===== src/rtl/vga_timing_gen.sv =====
// vga_timing_gen: parametrised raster timing generator.
// A pixel-rate divider on Clk drives horizontal/vertical counters. All sync,
// blank and strobe outputs are registered from next-state counter values so
// they change on the same Clk edge as DrawX/DrawY. run=0 freezes everything.
// Reset_n is asserted asynchronously. Its release is expected to come already
// aligned to Clk from the system two-flop reset synchroniser.
module vga_timing_gen #(
    parameter int H_ACTIVE = 640,
    parameter int H_FP     = 16,
    parameter int H_SYNC   = 96,
    parameter int H_BP     = 48,
    parameter int V_ACTIVE = 480,
    parameter int V_FP     = 10,
    parameter int V_SYNC   = 2,
    parameter int V_BP     = 33,
    parameter int HS_POL   = 0,
    parameter int VS_POL   = 0,
    parameter int CLK_DIV  = 2,
    parameter int COORD_W  = 10
) (
    input  logic               Clk,
    input  logic               Reset_n,
    input  logic               run,
    output logic               pixel_clk,
    output logic               pix_en,
    output logic               hs,
    output logic               vs,
    output logic               blank_n,
    output logic               sync_n,
    output logic [COORD_W-1:0] DrawX,
    output logic [COORD_W-1:0] DrawY,
    output logic               line_start,
    output logic               frame_start
);

    localparam int H_TOTAL = H_ACTIVE + H_FP + H_SYNC + H_BP;
    localparam int V_TOTAL = V_ACTIVE + V_FP + V_SYNC + V_BP;
    localparam int D_W     = $clog2(CLK_DIV);

    localparam logic [D_W-1:0]     D_LAST   = D_W'(CLK_DIV - 1);
    localparam logic [D_W-1:0]     D_HALF   = D_W'(CLK_DIV / 2);
    localparam logic [COORD_W-1:0] H_LAST   = COORD_W'(H_TOTAL - 1);
    localparam logic [COORD_W-1:0] V_LAST   = COORD_W'(V_TOTAL - 1);
    localparam logic [COORD_W-1:0] H_ACT_C  = COORD_W'(H_ACTIVE);
    localparam logic [COORD_W-1:0] V_ACT_C  = COORD_W'(V_ACTIVE);
    localparam logic [COORD_W-1:0] HS_FIRST = COORD_W'(H_ACTIVE + H_FP);
    localparam logic [COORD_W-1:0] HS_LAST  = COORD_W'(H_ACTIVE + H_FP + H_SYNC - 1);
    localparam logic [COORD_W-1:0] VS_FIRST = COORD_W'(V_ACTIVE + V_FP);
    localparam logic [COORD_W-1:0] VS_LAST  = COORD_W'(V_ACTIVE + V_FP + V_SYNC - 1);
    localparam logic               HS_ON    = (HS_POL != 0);
    localparam logic               VS_ON    = (VS_POL != 0);

    logic [D_W-1:0]     d_q, d_d;
    logic [COORD_W-1:0] hc_q, hc_d;
    logic [COORD_W-1:0] vc_q, vc_d;
    logic               pix_en_q, pix_en_d;
    logic               pclk_q, pclk_d;
    logic               hs_q, hs_d;
    logic               vs_q, vs_d;
    logic               blank_n_q, blank_n_d;
    logic               line_start_q, line_start_d;
    logic               frame_start_q, frame_start_d;
    logic               h_wrap, v_wrap;

    // Next-state: divider, counters, and the levels/strobes they imply.
    always_comb begin
        pix_en_d = run && (d_q == D_LAST);
        h_wrap   = pix_en_d && (hc_q == H_LAST);
        v_wrap   = h_wrap && (vc_q == V_LAST);

        d_d = d_q;
        if (run) begin
            d_d = pix_en_d ? '0 : d_q + 1'b1;
        end

        hc_d = hc_q;
        vc_d = vc_q;
        if (pix_en_d) begin
            hc_d = h_wrap ? '0 : hc_q + 1'b1;
        end
        if (h_wrap) begin
            vc_d = v_wrap ? '0 : vc_q + 1'b1;
        end

        pclk_d        = (d_d >= D_HALF);
        hs_d          = ((hc_d >= HS_FIRST) && (hc_d <= HS_LAST)) ? HS_ON : !HS_ON;
        vs_d          = ((vc_d >= VS_FIRST) && (vc_d <= VS_LAST)) ? VS_ON : !VS_ON;
        blank_n_d     = (hc_d < H_ACT_C) && (vc_d < V_ACT_C);
        line_start_d  = h_wrap;
        frame_start_d = v_wrap;
    end

    // State and output registers; reset parks the raster on the last pixel
    // so the first pixel after release wraps to (0,0) with a frame strobe.
    always_ff @(posedge Clk or negedge Reset_n) begin
        if (!Reset_n) begin
            d_q           <= '0;
            hc_q          <= H_LAST;
            vc_q          <= V_LAST;
            pix_en_q      <= 1'b0;
            pclk_q        <= 1'b0;
            hs_q          <= !HS_ON;
            vs_q          <= !VS_ON;
            blank_n_q     <= 1'b0;
            line_start_q  <= 1'b0;
            frame_start_q <= 1'b0;
        end else begin
            d_q           <= d_d;
            hc_q          <= hc_d;
            vc_q          <= vc_d;
            pix_en_q      <= pix_en_d;
            pclk_q        <= pclk_d;
            hs_q          <= hs_d;
            vs_q          <= vs_d;
            blank_n_q     <= blank_n_d;
            line_start_q  <= line_start_d;
            frame_start_q <= frame_start_d;
        end
    end

    assign pixel_clk   = pclk_q;
    assign pix_en      = pix_en_q;
    assign hs          = hs_q;
    assign vs          = vs_q;
    assign blank_n     = blank_n_q;
    assign sync_n      = 1'b0;
    assign DrawX       = hc_q;
    assign DrawY       = vc_q;
    assign line_start  = line_start_q;
    assign frame_start = frame_start_q;

endmodule


===== config.mk =====
export PLATFORM = sky130hd
export DESIGN_NAME = vga_timing_gen
export DESIGN_NICKNAME = d
export VERILOG_FILES = /design/src/rtl/vga_timing_gen.sv
export SDC_FILE = /design/constraint.sdc
export NUM_CORES = 1
export LEC_CHECK = 0
export ABC_AREA = 1
export CAP_MARGIN = 0
export CORE_UTILIZATION = 51
export DETAILED_ROUTE_END_ITERATION = 10
export HOLD_SLACK_MARGIN = 0.08
export PLACE_DENSITY_LB_ADDON = 0.25
export SLEW_MARGIN = 20
export SYNTH_ARGS = -nofsm -noshare
export SYNTH_HDL_FRONTEND = slang
export SYNTH_SLANG_ARGS = --single-unit

===== constraint.sdc =====
create_clock -name Clk -period 2.1 [get_ports Clk]
set_input_delay 0.42 -clock Clk [delete_from_list [all_inputs] [get_ports Clk]]
set_output_delay 0.42 -clock Clk [all_outputs]
set_load 0.03 [all_outputs]

## Yosys cells after proc, flatten, opt, wreduce, memory -nomap -nowiden

Cells that the tools add are included.

- Flip-flop bits (word level): 28
- Input port bits: 3
- Output and inout bits: 28
- Word-level logic and storage cells: 36

- Add/subtract/negate cells: 3
- $lt $le $gt $ge: 7
- Equal/unequal tests: 2
- Muxes and demuxes: 8
- Reductions and logical operators: 6

Operator list:

| kind | number |
|---|---|
| $mux W10 | 4 |
| $add A10 B1 Y10 const B | 2 |
| $eq A10 B10 Y1 const B | 2 |
| $ge A10 B10 Y1 const B | 1 |
| $ge A10 B9 Y1 const B | 1 |
| $le A10 B10 Y1 const B | 1 |
| $le A10 B9 Y1 const B | 1 |
| $lt A10 B10 Y1 const B | 1 |
| $lt A10 B9 Y1 const B | 1 |
| $logic_and A1 B1 Y1 | 6 |
| $mux W1 | 4 |
| $add A1 B1 Y1 const B | 1 |
| $ge A1 B1 Y1 const B | 1 |

## Longest topological paths before layout

Gate-level depths: netlist of the first run.

- Depth in word-level cells: 8
- Mapped depth: 13
- Mapped depth without buffers: 12

## Least setup slack after synthesis of the first run

Ideal clock, no wire load.

- Path type: flip-flop to flip-flop
- Start: reg hc_q[0], in the netlist DrawX[0]
- End: reg vs_q, in the netlist vs
- Data arrival time: 1.790 ns
- Slack: 0.227 ns
- Stages on the path, launching flop included: 10
- Path buffers: 0
- Path through: dfstp_2 ha_1 nand2_1 nor2_8 nand3_4 nor2_1 xor2_1 nand2_1 nor2_1 nand3_1

- Cells in the longest elaborated chain, start to end: 8
- Elaborated cells on any way between the ends: 9
- Those cells by class: order compare: 2; eq/ne: 1; mux: 3; reduce/logical: 3

Ends and longest elaborated chain:

| what | line | text |
|---|---|---|
| start: declaration | 54 | `logic [COORD_W-1:0] hc_q, hc_d;` |
| start signal: assignment | 98 | `hc_q <= H_LAST;` |
| start signal: assignment | 109 | `hc_q <= hc_d;` |
| $eq A10 B10 Y1 (*) | 68 | `h_wrap = pix_en_d && (hc_q == H_LAST);` |
| $logic_and A1 B1 Y1 (*) | 68 |  |
| $logic_and A1 B1 Y1 | 69 | `v_wrap = h_wrap && (vc_q == V_LAST);` |
| $mux W10 | 82 | `vc_d = v_wrap ? '0 : vc_q + 1'b1;` |
| $mux W10 (*) | 81 | `if (h_wrap) begin` |
| $ge A10 B9 Y1 / $le A10 B9 Y1 (equally long branches) | 87 | `vs_d = ((vc_d >= VS_FIRST) && (vc_d <= VS_LAST)) ? VS_ON : !VS_ON;` |
| $logic_and A1 B1 Y1 (*) | 87 |  |
| $mux W1 (*) | 87 |  |
| named net vs_d | 59 | `logic vs_q, vs_d;` |
| end signal: assignment | 103 | `vs_q <= !VS_ON;` |
| end signal: assignment | 114 | `vs_q <= vs_d;` |
| end: declaration | 59 |  |

The timed path passes the listed nets; every way through them passes the cells marked *.

## Final worst setup path of the first run

- Start: reg hc_q[9], in the netlist DrawX[9]
- End: out DrawX[9]

RTL lines:

| what | line | text |
|---|---|---|
| end: declaration | 30 | `output logic [COORD_W-1:0] DrawX,` |

No word-level cell between the ends.

==> impl_summary.log, run 1 <==
INFO  metric wirelength_met1 = 1697 um
INFO  metric leakage = 0.001091 uW
INFO  metric highest-signal-layer = met4
INFO  metric grt_setup_unrepaired = no
INFO  metric timing.critical_path.cells = clkdlybuf4s50_1
INFO  metric fin_nets = 274
INFO  metric detailedPlace.worstSlack = -170.2 ps
INFO  metric tritoncts = done
INFO  metric wl_met3 = 149 um
INFO  metric p_int = 1183 uW
INFO  metric critical_path.max_fanout = 6
INFO  metric antenna-diode-count = 0
INFO  metric dieHeight = 58.30 um
INFO  metric multiplexer_fraction_of_the_synthesized_cell_area = 0
INFO  metric synthXorXnorAreaFrac = 0.01548
INFO  metric synthCells = 221
INFO  metric first_global_vias = 1158
INFO  metric cts_inserted_buffers = 3
INFO  metric wl_met2 = 1497 um
INFO  metric switching_share = 0.4338
INFO  metric die_area = 0.003399 mm^2
INFO  metric worst_setup_hold_path_clk_slew = 150 ps
INFO  metric antenna_found_initial = 0
INFO  metric post_synth_edffs = 0
INFO  metric i_o_pins = 31
INFO  metric cts.sink_count = 27
INFO  metric syn-cell-area = 0.001617 mm^2
INFO  metric gr-usage-all-layers = 0.2109
INFO  metric drt.antenna.violating_nets = 0
INFO  metric final.setup.worst_slack = 71.83 ps
INFO  metric worstSetupEndpointType = output port
INFO  metric cts_root_buffer = sky130_fd_sc_hd__clkbuf_4
INFO  metric run_status = complete, no violations
INFO  metric power.density_cell_area = 986.2 mW/mm^2
INFO  metric floorplan.initialDensity = 0.5339
INFO  metric switchingPower = 906.8 uW
INFO  metric grt_max_degree = 28
INFO  metric finalClockSkew = 1.930 ps
INFO  metric finalWeightedCongestion = 0.8610
INFO  metric async_flop_share = 1.000
INFO  metric post-route-min-period = 2028 ps
INFO  metric setup.worst_path.start_class = register
INFO  metric timing.fmax = 493.1 MHz
INFO  metric final-max-slew-violation-count = 0
INFO  metric pwr-share-seq = 0.402
INFO  metric die_width = 58.30 um
INFO  metric setup_violations = 0
INFO  metric grt.overflow.total = 0
INFO  metric layout.cells.most_common = sky130_fd_sc_hd__nand2_1
INFO  metric worst_ep_arrival_time = 1610 ps
INFO  metric detail_route.drc_violations = 0
INFO  metric main_combinational_cell_family_by_area_after_synthesis = simple AND/OR/NAND/NOR gates
INFO  metric routed-via-count = 1478
INFO  metric cts_max_level = 1
INFO  metric row_count = 20
INFO  metric seq_area_frac_synth = 0.4272
INFO  metric layout-drive-gt1-share = 0.1692
INFO  metric synthAdderAreaFrac = 0.03096
INFO  metric crit_buf_inv = 1
INFO  metric synth_compound_area_frac = 0.04644
INFO  metric synth_flop_cell = sky130_fd_sc_hd__dfrtp_1
INFO  metric path_delay_family = buffers and inverters
INFO  metric maxCapViolations = 0
INFO  metric yosysWarningCount = 0
INFO  metric worst_ir_drop_vdd = 742.5 uV
INFO  metric dr.first_iter.drc_count = 68
INFO  metric synth_fp_nets = 228
INFO  metric post_synth.cell_area_avg = 7.315 um^2
INFO  metric cp_slowest_cell = sky130_fd_sc_hd__clkdlybuf4s50_1
INFO  metric report.final.hold_viol_count = 0
INFO  metric dp_cells = 305
INFO  metric synth.lib_cells_used.distinct = 24
INFO  metric power.clock.fraction = 0.109
INFO  metric final_cycle_share = 0.9658
INFO  metric hold_class = in -> async
INFO  metric core_area = 0.003028 mm^2
INFO  metric dpl.hpwl = 2601 um
INFO  metric timing.setup.critical_path_class = reg -> out
INFO  metric avgViaCountPerCell = 4.768
INFO  metric mostFrequentLayoutCells = sky130_fd_sc_hd__nand2_1 (61), sky130_fd_sc_hd__inv_1 (43), sky130_fd_sc_hd__nor2_1 (27)
INFO  metric area_growth = 31.11%
INFO  metric grt_pass1_wl = 5361 um
INFO  metric cts-hold-fix-buffers = 0
INFO  metric wirelength = 3364 um
INFO  metric critPathRequiredTime = 1680 ps
INFO  metric synth-simple-area-share = 0.3684
INFO  metric portBuffers = 29
INFO  metric routedWlPerCell = 10.85 um
INFO  metric comb_power_share = 0.490
INFO  metric final_cells = 310
INFO  metric drt_pass1_iterations = 4
INFO  metric synth_seq_cells = 27
INFO  metric cpPeakStageDelay = 680 ps
INFO  metric cts-root-to-sink-buffers = 2
INFO  metric p_total = 2090 uW
INFO  metric clkLatencyLatePin = 320 ps
## synth_stat cells, types with 2 or more instances
master | count | share of area
sky130_fd_sc_hd__buf_4 | 2 | 0.0093
sky130_fd_sc_hd__dfrtp_1 | 15 | 0.23
sky130_fd_sc_hd__o21ai_0 | 7 | 0.022
sky130_fd_sc_hd__nor2_1 | 27 | 0.063
sky130_fd_sc_hd__dfstp_2 | 12 | 0.20
sky130_fd_sc_hd__nor3_1 | 2 | 0.0062
sky130_fd_sc_hd__nor2_2 | 2 | 0.0077
sky130_fd_sc_hd__nand3_1 | 20 | 0.062
sky130_fd_sc_hd__nand2_1 | 62 | 0.14
sky130_fd_sc_hd__a21oi_1 | 5 | 0.015
sky130_fd_sc_hd__nand4_1 | 7 | 0.027
sky130_fd_sc_hd__nor2_4 | 3 | 0.021
sky130_fd_sc_hd__inv_1 | 43 | 0.10
sky130_fd_sc_hd__ha_1 | 4 | 0.031
## final timing paths
kind / from / end / slack (ps) / cells past startpoint
max in group asynchronous: Reset_n / vs / 1360 / 2
min reg2reg: DrawX[1] / DrawX[1] / 510 / 2
max: DrawX[9] / DrawX[9] / 70 / 1
min in group Clk: DrawX[1] / DrawX[1] / 510 / 2
min: Reset_n / line_start / 440 / 2
max reg2reg: DrawX[1] / vs / 190 / 13
## layer usage
metal / GRT usage / vias up
li1: - / 769
met1: 0.3372 / 664
met2: 0.3005 / 43
met3: 0.03077 / 2
met4: 0.05102 / 0
met5: 0 / -
## through the flow
| step | setup TNS, ps | util | hold WS (ps) | area [um^2] |
|---|---|---|---|---|
| 6_report | 0 | 0.7000 | 441.8 | 2120 |
| 4_1_cts | 0 | 0.6888 | 437.3 | 2086 |
| 2_1_floorplan | 0 | - | 124.4 | 1617 |
| 3_5_place_dp | -436.2 | 0.6793 | 488.2 | 2057 |
| 5_1_grt | 0 | 0.7000 | 449.7 | 2120 |
| 3_3_place_gp | -357.6 | 0.6793 | 478.4 | 2057 |
## power by group through the flow
stage | logic, uW | clock network [uW] | registers, uW
after floorplan | 381 | 0 | 1070
after detailed placement | 998 | 0 | 840
after global placement | 993 | 0 | 841
final | 1020 | 227 | 839
after CTS | 998 | 239 | 831
after global routing | 1120 | 262 | 860
## timing repair
item / 4_1_cts / 5_1_grt
setup endpoints to repair: 1 / 7
gates resized for setup: 1 / 8
buffers inserted: 0 / 1
## area by class of cell
type / count / area [um^2]
Inverter: 43 / 161.4
Sequential cell: 27 / 691.9
Fill cell: 245 / 908.4
Multi-Input combinational cell: 149 / 764.5
Tap cell: 44 / 55.05
Clock inverter: 1 / 7.507
Clock buffer: 3 / 22.52
Timing Repair Buffer: 43 / 416.7
## cells by family (layout without fill, tap and decap cells)
family                     Yosys count  in the layout
and+or+nand+nor                    128            128
buffers and inverters               45             90
adders and majority gates            4              4
other                                1              1
DFF                                 27             27
xor gates and xnor gates             2              2
AOI/OAI and AO/OA                   14             14
No activity file was read; power rests on OpenSTA's default activity.
==> run 2, diff against run 1 <==
--- a/config.mk
+++ b/config.mk
@@ -5,9 +5,8 @@
 export SDC_FILE = /design/constraint.sdc
 export NUM_CORES = 1
 export LEC_CHECK = 0
-export ABC_AREA = 1
 export CAP_MARGIN = 0
-export CORE_UTILIZATION = 51
+export CORE_UTILIZATION = 49
 export DETAILED_ROUTE_END_ITERATION = 10
 export HOLD_SLACK_MARGIN = 0.08
 export PLACE_DENSITY_LB_ADDON = 0.25
==> constraint.sdc (replaced) <==
create_clock -name Clk -period 2 [get_ports Clk]
set_input_delay 0.4 -clock Clk [delete_from_list [all_inputs] [get_ports Clk]]
set_output_delay 0.4 -clock Clk [all_outputs]
set_load 0.03 [all_outputs]
==> run 2 against run 1 <==
  * The flow now finishes with violations (negative setup slack)
  * Wire length grew 36%
  * Die area decreased by 11%
  * Largest power group is now sequential cells
  * Count of clock-buffer cells in the layout is 1 higher
  * Power down 23%
  * Largest cell class unchanged
  * Via count increased by 2.2%
==> impl_summary.log, run 2 <==
INFO  metric run_status = finished, violations left (was complete, no violations)
INFO  metric violations = negative setup slack
INFO  metric synth.lib_cells_used.distinct = 36 (was 24)
INFO  metric drt_pass1_iterations = 6 (was 4)
INFO  metric row_count = 18 (was 20)
INFO  metric power.density_cell_area = 744.8 mW/mm^2 (was 986.2 mW/mm^2)
INFO  metric wirelength = 4567 um (was 3364 um)
INFO  metric cts_root_buffer = sky130_fd_sc_hd__clkbuf_4 (unchanged)
INFO  metric fin_worst_hold_slack = 424.3 ps (was 441.8 ps)
INFO  metric fin_nets = 213 (was 274)
INFO  metric synth_fp_nets = 147 (was 228)
INFO  metric mostFrequentLayoutCells = sky130_fd_sc_hd__buf_4 (32), sky130_fd_sc_hd__clkdlybuf4s50_1 (18), sky130_fd_sc_hd__dfstp_2 (12), sky130_fd_sc_hd__dfrtp_1 (12), sky130_fd_sc_hd__nand2_1 (12) (was sky130_fd_sc_hd__nand2_1 (61), sky130_fd_sc_hd__inv_1 (43), sky130_fd_sc_hd__nor2_1 (27))
INFO  metric critical_path.max_fanout = 7 (was 6)
INFO  metric cts_max_level = 1 (unchanged)
INFO  metric dr.first_iter.drc_count = 76 (was 68)
INFO  metric finalCoreUtilization = 0.8367 (was 0.7000)
INFO  metric finalWeightedCongestion = 0.9377 (was 0.8610)
INFO  metric worst_setup_hold_path_clk_slew = 150 ps (about the same)
INFO  metric dpl.hpwl = 2713 um (was 2601 um)
INFO  metric floorplan.initialDensity = 0.5380 (was 0.5339)
INFO  metric r2r_setup_slack = -310 ps (was 190 ps)
INFO  metric worst_reg2reg_path_length_in_cells = 8 (was 13)
INFO  metric cts-hold-fix-buffers = 0 (unchanged)
INFO  metric synthCells = 140 (was 221)
INFO  metric groute.layer.met1.usage = 0.3619 (was 0.3372)
INFO  metric detail_route.drc_violations = 0 (unchanged)
INFO  metric multi_input_area = 785.8 um^2 (was 764.5 um^2)
INFO  metric fillCellCount = 150 (was 245)
INFO  metric grt.overflow.total = 0 (unchanged)
INFO  metric core_area = 0.002567 mm^2 (was 0.003028 mm^2)
INFO  metric setup_total_negative_slack = -1046 ps (was 0 ps)
INFO  metric post-route-min-period = 2338 ps
INFO  metric layout-drive-gt1-share = 0.3805 (was 0.1692)
INFO  metric final_cycle_share = 1.169
INFO  metric worst_ep_arrival_time = 2570 ps (was 1610 ps)
INFO  metric grt.busiest_layer = met2 (was met1)
INFO  metric maxCapViolations = 0 (unchanged)
INFO  metric die_area = 0.003035 mm^2 (was 0.003399 mm^2)
INFO  metric finalClockSkew = 10.45 ps (was 1.930 ps)
INFO  metric dp_cells = 229 (was 305)
INFO  metric yosysWarningCount = 0 (unchanged)
INFO  metric seq_area_frac_synth = 0.5000 (was 0.4272)
INFO  metric worst_r2r_startpoint = DrawX[1] (unchanged)
INFO  metric routedWlPerCell = 19.43 um (was 10.85 um)
INFO  metric timing.fmax = 427.7 MHz
INFO  metric critPathRequiredTime = 2230 ps (was 1680 ps)
INFO  metric worst_ir_drop_vdd = 998.6 uV (was 742.5 uV)
INFO  metric synth_flop_cell = sky130_fd_sc_hd__dfrtp_1 (unchanged)
INFO  metric synth_top_cells_by_count = sky130_fd_sc_hd__dfrtp_1 (15), sky130_fd_sc_hd__nand2_1 (13), sky130_fd_sc_hd__dfstp_2 (12), sky130_fd_sc_hd__o21ai_0 (12), sky130_fd_sc_hd__nand4_1 (9) (was sky130_fd_sc_hd__nand2_1 (62), sky130_fd_sc_hd__inv_1 (43), sky130_fd_sc_hd__nor2_1 (27))
INFO  metric cts.sink_count = 27 (unchanged)
INFO  metric area_occupied_by_registers = 694.4 um^2 (was 691.9 um^2)
INFO  metric area_growth = 55.53% (was 31.11%)
INFO  metric final_cells = 235 (was 310)
INFO  metric layout.cells.most_common = sky130_fd_sc_hd__buf_4 (was sky130_fd_sc_hd__nand2_1)
INFO  metric groute.layer.met2.usage = 0.5000 (was 0.3005)
INFO  metric synth_top_cells_by_area = sky130_fd_sc_hd__dfrtp_1 (27%), sky130_fd_sc_hd__dfstp_2 (23%), sky130_fd_sc_hd__o21ai_0 (4.3%), sky130_fd_sc_hd__nand4_1 (4.1%), sky130_fd_sc_hd__ha_1 (3.6%) (was sky130_fd_sc_hd__dfrtp_1 (23%), sky130_fd_sc_hd__dfstp_2 (20%), sky130_fd_sc_hd__nand2_1 (14%), sky130_fd_sc_hd__inv_1 (10%), sky130_fd_sc_hd__nor2_1 (6.3%))
INFO  metric report.final.hold_viol_count = 0 (unchanged)
INFO  metric post_synth_edffs = 0 (unchanged)
INFO  metric synth_top_cell_area_share = 0.2717 (was 0.2322)
INFO  metric avgViaCountPerCell = 6.430 (was 4.768)
INFO  metric synth_most_common_cell = sky130_fd_sc_hd__dfrtp_1 (was sky130_fd_sc_hd__nand2_1)
INFO  metric routed-via-count = 1511 (was 1478)
INFO  metric synth_top_area_cell = sky130_fd_sc_hd__dfrtp_1 (unchanged)
INFO  metric setup.worst_path.start_class = primary input (was register)
INFO  metric hold_class = in -> async (unchanged)
INFO  metric antenna_found_initial = 0 (unchanged)
INFO  metric die_width = 55.10 um (was 58.30 um)
INFO  metric cts-root-to-sink-buffers = 2 (unchanged)
INFO  metric dieHeight = 55.10 um (was 58.30 um)
INFO  metric final.setup.worst_slack = -338.1 ps (was 71.83 ps)
INFO  metric antenna-diode-count = 0 (unchanged)
INFO  metric timing.setup.critical_path_class = in -> reg (was reg -> out)
INFO  metric first_global_vias = 1373 (was 1158)
INFO  metric i_o_pins = 31 (unchanged)
INFO  metric grt_pass1_wl = 6230 um (was 5361 um)
INFO  metric async_flop_share = 1.000 (unchanged)
INFO  metric grt_setup_unrepaired = yes (was no)
INFO  metric cts_inserted_buffers = 3 (unchanged)
INFO  metric worstSetupEndpointType = register (was output port)
INFO  metric gr-usage-all-layers = 0.2905 (was 0.2109)
INFO  metric use_met3 = 0.05464 (was 0.03077)
INFO  metric tritoncts = done (unchanged)
INFO  metric grt_max_degree = 28 (unchanged)
INFO  metric post_synth.cell_area_avg = 9.867 um^2 (was 7.315 um^2)
INFO  metric drt.antenna.violating_nets = 0 (unchanged)
INFO  metric setup_violations = 8 (was 0)
INFO  metric leakage = 0.0009473 uW (was 0.001091 uW)
INFO  metric syn-cell-area = 0.001381 mm^2 (was 0.001617 mm^2)
INFO  metric clkLatencyLatePin = 320 ps (about the same)
INFO  metric reg_to_reg_critical_path_endpoint = vs (unchanged)
INFO  metric portBuffers = 29 (unchanged)
INFO  metric synth_seq_cells = 27 (unchanged)
INFO  metric final-max-slew-violation-count = 0 (unchanged)
## run 2: worst max-delay path, stage by stage
cell                              delay [ps]
sky130_fd_sc_hd__clkdlybuf4s50_1         460
sky130_fd_sc_hd__ha_2                    220
sky130_fd_sc_hd__nand3_4                  90
sky130_fd_sc_hd__or4_4                   560
sky130_fd_sc_hd__buf_6                   160
sky130_fd_sc_hd__clkinv_8                 70
sky130_fd_sc_hd__o21ai_2                  70
sky130_fd_sc_hd__a211oi_1                340
sky130_fd_sc_hd__o2111ai_2               190
## run 2: cell type report
type / instances / share of cell area
tap: 30 / 0.01747
clock buffer: 4 / 0.01223
inverter: 7 / 0.01805
sequential: 27 / 0.3232
timing repair buffer: 65 / 0.2632
multi-input combinational: 102 / 0.3658
## run 2: repair_timing
item / 4_1_cts / 5_1_grt
pin swaps: 8 / 12
buffers inserted: 3 / 0
gates resized for setup: 25 / 28
endpoints found under the setup margin: 19 / 12
## run 2: worst max-delay path by stage
stage          startpoint  depth (start not counted)  to
6_report              run                          9  vs
5_1_grt               run                          9  vs
4_1_cts          DrawX[5]                          5  vs
3_5_place_dp          run                          7  vs
3_3_place_gp          run                          7  vs
2_1_floorplan    DrawX[7]                          6  vs
## run 2: kinds of logic after synthesis
group           count (synthesis)  synth area share
xor+xnor                        9           0.05706
flops                          27            0.5000
simple gates                   62            0.2572
other cells                     1          0.002715
compound gates                 24           0.09783
buf+inv                        11           0.03442
fa+ha+maj                       4           0.03623
mux                             2           0.01449
## run 2: report_power, final
group	internal [uW]	switching [uW]
Sequential	654	51.2
Combinational	287	370
Clock	78.0	160
Total	1020	581
## run 2: metal layers
metal | up-vias | part of all wire
met5 | - | 0
met1 | 713 | 0.36
met3 | 29 | 0.10
li1 | 637 | -
met2 | 132 | 0.50
met4 | 0 | 0.034
## run 2: through the flow
stage          total power [uW]  setup WS, ps  area [um^2]
4_1_cts                    1560        -190.6         2026
5_1_grt                    1681        -342.6         2148
3_5_place_dp               1352        -510.2         1959
3_3_place_gp               1318        -435.0         1959
6_report                   1600        -338.1         2148
2_1_floorplan              1026        -366.2         1404
==> run 3, diff against run 2 <==
--- a/config.mk
+++ b/config.mk
@@ -6,6 +6,7 @@
 export NUM_CORES = 1
 export LEC_CHECK = 0
 export CAP_MARGIN = 0
+export CORE_ASPECT_RATIO = 1.2
 export CORE_UTILIZATION = 49
 export DETAILED_ROUTE_END_ITERATION = 10
 export HOLD_SLACK_MARGIN = 0.08
==> run 3 against run 2 <==
  * The run still ends with negative setup slack left
  * Power rose by 0.63%
  * Critical path depth fell by 2
  * Flip-flop and latch count did not move
  * First-iteration DRC count fell by 47%
  * Die area barely moved
  * Design area rose by 3.8%
  * Clock power barely moved
  * Global-route usage fell by 3.9 points
  * Worst hold slack got worse by 50 ps
==> impl_summary.log, run 3 (synthesis results as in run 2) <==
INFO  metric antenna-diode-count = 0 (unchanged)
INFO  metric die_area = 0.003036 mm^2 (was 0.003035 mm^2)
INFO  metric final_cycle_share = 1.107 (was 1.169)
INFO  metric fillCellCount = 133 (was 150)
INFO  metric worstSetupEndpointType = register (unchanged)
INFO  metric cpPeakStageDelay = 590 ps (was 560 ps)
INFO  metric timing.critical_path.from = DrawX[1] (was run)
INFO  metric worst_hold_path.num_cells = 2
INFO  metric timing.fmax = 451.8 MHz (was 427.7 MHz)
INFO  metric grt_pass1_wl = 5713 um (was 6230 um)
INFO  metric cp.depth = 7 (was 9)
INFO  metric grt_setup_unrepaired = yes (unchanged)
INFO  metric power.clock.fraction = 0.149 (about the same)
INFO  metric p_total = 1610 uW (was 1600 uW)
INFO  metric clkLatencyLatePin = 330 ps (was 320 ps)
INFO  metric cts_max_level = 1 (unchanged)
INFO  metric path_delay_family = simple AND/OR/NAND/NOR gates (was buffers and inverters)
INFO  metric gr-usage-all-layers = 0.2512 (was 0.2905)
INFO  metric comb_power_share = 0.408 (was 0.411)
INFO  metric pwr-share-seq = 0.443 (was 0.440)
INFO  metric cts.sink_count = 27 (unchanged)
INFO  metric i_o_pins = 31 (unchanged)
INFO  metric critPathRequiredTime = 2280 ps (was 2230 ps)
INFO  metric timing.setup.critical_path_class = reg -> reg (was in -> reg)
INFO  metric highest-signal-layer = met4 (unchanged)
INFO  metric dr.first_iter.drc_count = 40 (was 76)
INFO  metric leakage = 0.001017 uW (was 0.0009473 uW)
INFO  metric worst_setup_hold_path_clk_slew = 150 ps (about the same)
INFO  metric finalClockSkew = 2.175 ps (was 10.45 ps)
INFO  metric run_status = finished, violations left (unchanged)
INFO  metric cts_root_buffer = sky130_fd_sc_hd__clkbuf_4 (unchanged)
INFO  metric cts-root-to-sink-buffers = 2 (unchanged)
INFO  metric grt.overflow.total = 0 (unchanged)
INFO  metric worst_ep_arrival_time = 2490 ps (was 2570 ps)
INFO  metric mostFrequentLayoutCells = sky130_fd_sc_hd__buf_4 (39), sky130_fd_sc_hd__clkdlybuf4s50_1 (16), sky130_fd_sc_hd__nand2_1 (13) (was sky130_fd_sc_hd__buf_4 (32), sky130_fd_sc_hd__clkdlybuf4s50_1 (18), sky130_fd_sc_hd__dfstp_2 (12), sky130_fd_sc_hd__dfrtp_1 (12), sky130_fd_sc_hd__nand2_1 (12))
INFO  metric routedWlPerCell = 18.23 um (was 19.43 um)
INFO  metric drt_pass1_iterations = 5 (was 6)
INFO  metric area_occupied_by_registers = 694.4 um^2 (unchanged)
INFO  metric report.final.hold_viol_count = 0 (unchanged)
INFO  metric antenna_found_initial = 0 (unchanged)
INFO  metric hold_class = in -> reg (was in -> async)
INFO  metric wl_met3 = 334 um (was 469 um)
INFO  metric worst_reg2reg_path_length_in_cells = 7 (was 8)
INFO  metric cts-hold-fix-buffers = 0 (unchanged)
INFO  metric wl_met2 = 2316 um (was 2285 um)
INFO  metric floorplan.initialDensity = 0.5308 (was 0.5380)
INFO  metric grt_max_degree = 28 (unchanged)
INFO  metric portBuffers = 29 (unchanged)
INFO  metric cts_inserted_buffers = 3 (unchanged)
INFO  metric detailedPlace.worstSlack = -495.9 ps (was -510.2 ps)
INFO  metric fin_nets = 218 (was 213)
INFO  metric critical_path.most_common_cell = sky130_fd_sc_hd__buf_4
INFO  metric power.density_cell_area = 722.2 mW/mm^2 (was 744.8 mW/mm^2)
INFO  metric fin_worst_hold_slack = 374.6 ps (was 424.3 ps)
INFO  metric post-route-min-period = 2213 ps (was 2338 ps)
INFO  metric violations = negative setup slack (unchanged)
INFO  metric drt.antenna.violating_nets = 0 (unchanged)
INFO  metric final.setup.worst_slack = -213.4 ps (was -338.1 ps)
INFO  metric cp_slowest_cell = sky130_fd_sc_hd__dfstp_2 (was sky130_fd_sc_hd__or4_4)
INFO  metric area_growth = 61.41% (was 55.53%)
INFO  metric timing.hold.worst.start = run
INFO  metric row_count = 20 (was 18)
INFO  metric multi_input_area = 823.3 um^2 (was 785.8 um^2)
INFO  metric detail_route.drc_violations = 0 (unchanged)
INFO  metric maxCapViolations = 0 (unchanged)
INFO  metric timing.critical_path.cells = ha_4 -> nand3_4 -> or4_4 -> buf_4 -> buf_4 -> or4_1 -> nand2_1 (was clkdlybuf4s50_1 -> ha_2 -> nand3_4 -> or4_4 -> buf_6 -> clkinv_8 -> o21ai_2 -> a211oi_1 -> o2111ai_2)
INFO  metric setup_violations = 7 (was 8)
INFO  metric layout.cells.most_common = sky130_fd_sc_hd__buf_4 (unchanged)
INFO  metric die_width = 50.47 um (was 55.10 um)
INFO  metric layout-drive-gt1-share = 0.4095 (was 0.3805)
INFO  metric setup.worst_path.start_class = register (was primary input)
INFO  metric tritoncts = done (unchanged)
INFO  metric final-max-slew-violation-count = 0 (unchanged)
INFO  metric p_int = 1026 uW (was 1019 uW)
INFO  metric finalWeightedCongestion = 0.9500 (was 0.9377)
INFO  metric worst_ir_drop_vdd = 885.9 uV (was 998.6 uV)
INFO  metric critical_path.max_fanout = 6 (was 7)
INFO  metric core_area = 0.002603 mm^2 (was 0.002567 mm^2)
INFO  metric switching_share = 0.3629 (was 0.3632)
INFO  metric dieHeight = 60.16 um (was 55.10 um)
INFO  metric crit_buf_inv = 2 (was 3)
INFO  metric first_global_vias = 1324 (was 1373)
INFO  metric switchingPower = 584.3 uW (was 581.1 uW)
INFO  metric wirelength_met1 = 1593 um (was 1656 um)
INFO  metric avgViaCountPerCell = 6.074 (was 6.430)
INFO  metric dpl.hpwl = 2459 um (was 2713 um)
INFO  metric worst_r2r_startpoint = DrawX[1] (unchanged)
INFO  metric wirelength = 4429 um (was 4567 um)
INFO  metric routed-via-count = 1476 (was 1511)
run 3: final cells by class:
| type | count | area share |
|---|---|---|
| inverters | 7 | 0.01740 |
| multi-input cells | 102 | 0.3692 |
| clock inverters | 1 | 0.002245 |
| flip-flops and latches | 27 | 0.3114 |
| clock buffers | 3 | 0.01010 |
| well taps | 33 | 0.01852 |
| repair buffers | 70 | 0.2710 |
run 3: worst paths after layout:
check / to / slack (ps)
min in group asynchronous: DrawY[7] / 420
min: d_q / 370
max reg2reg: DrawY[4] / -210
max: DrawY[4] / -210
min reg2reg: DrawY[3] / 550
max in group asynchronous: DrawY[3] / 1270
run 3: repair_timing:
action,CTS,global route
setup buffers,10,1
endpoints found under the setup margin,17,13
pin swaps,12,16
gates resized for setup,19,35
run 3: power groups by stage:
stage                     Combinational, uW  Sequential (uW)  Clock [uW]
after detailed placement                621              708           0
after global routing                    702              720         276
after floorplan                         141              886           0
after CTS                               610              703         242
after global placement                  608              703           0
final                                   656              713         241
run 3: metal layers:
layer / global-route usage / up-vias
met3: 0.03562 / 22
met5: 0 / -
met2: 0.4533 / 101
met1: 0.2956 / 710
met4: 0.1111 / 0
li1: - / 643
run 3: metrics by stage:
step	cells	area, um^2	util	TNS [ps]
5_1_grt	243	2230	0.8567	-1415
4_1_cts	242	2059	0.7913	-717.7
3_5_place_dp	229	1941	0.7457	-4217
3_3_place_gp	229	1941	0.7457	-3457
6_report	243	2230	0.8567	-894.9
2_1_floorplan	140	1404	-	-1172
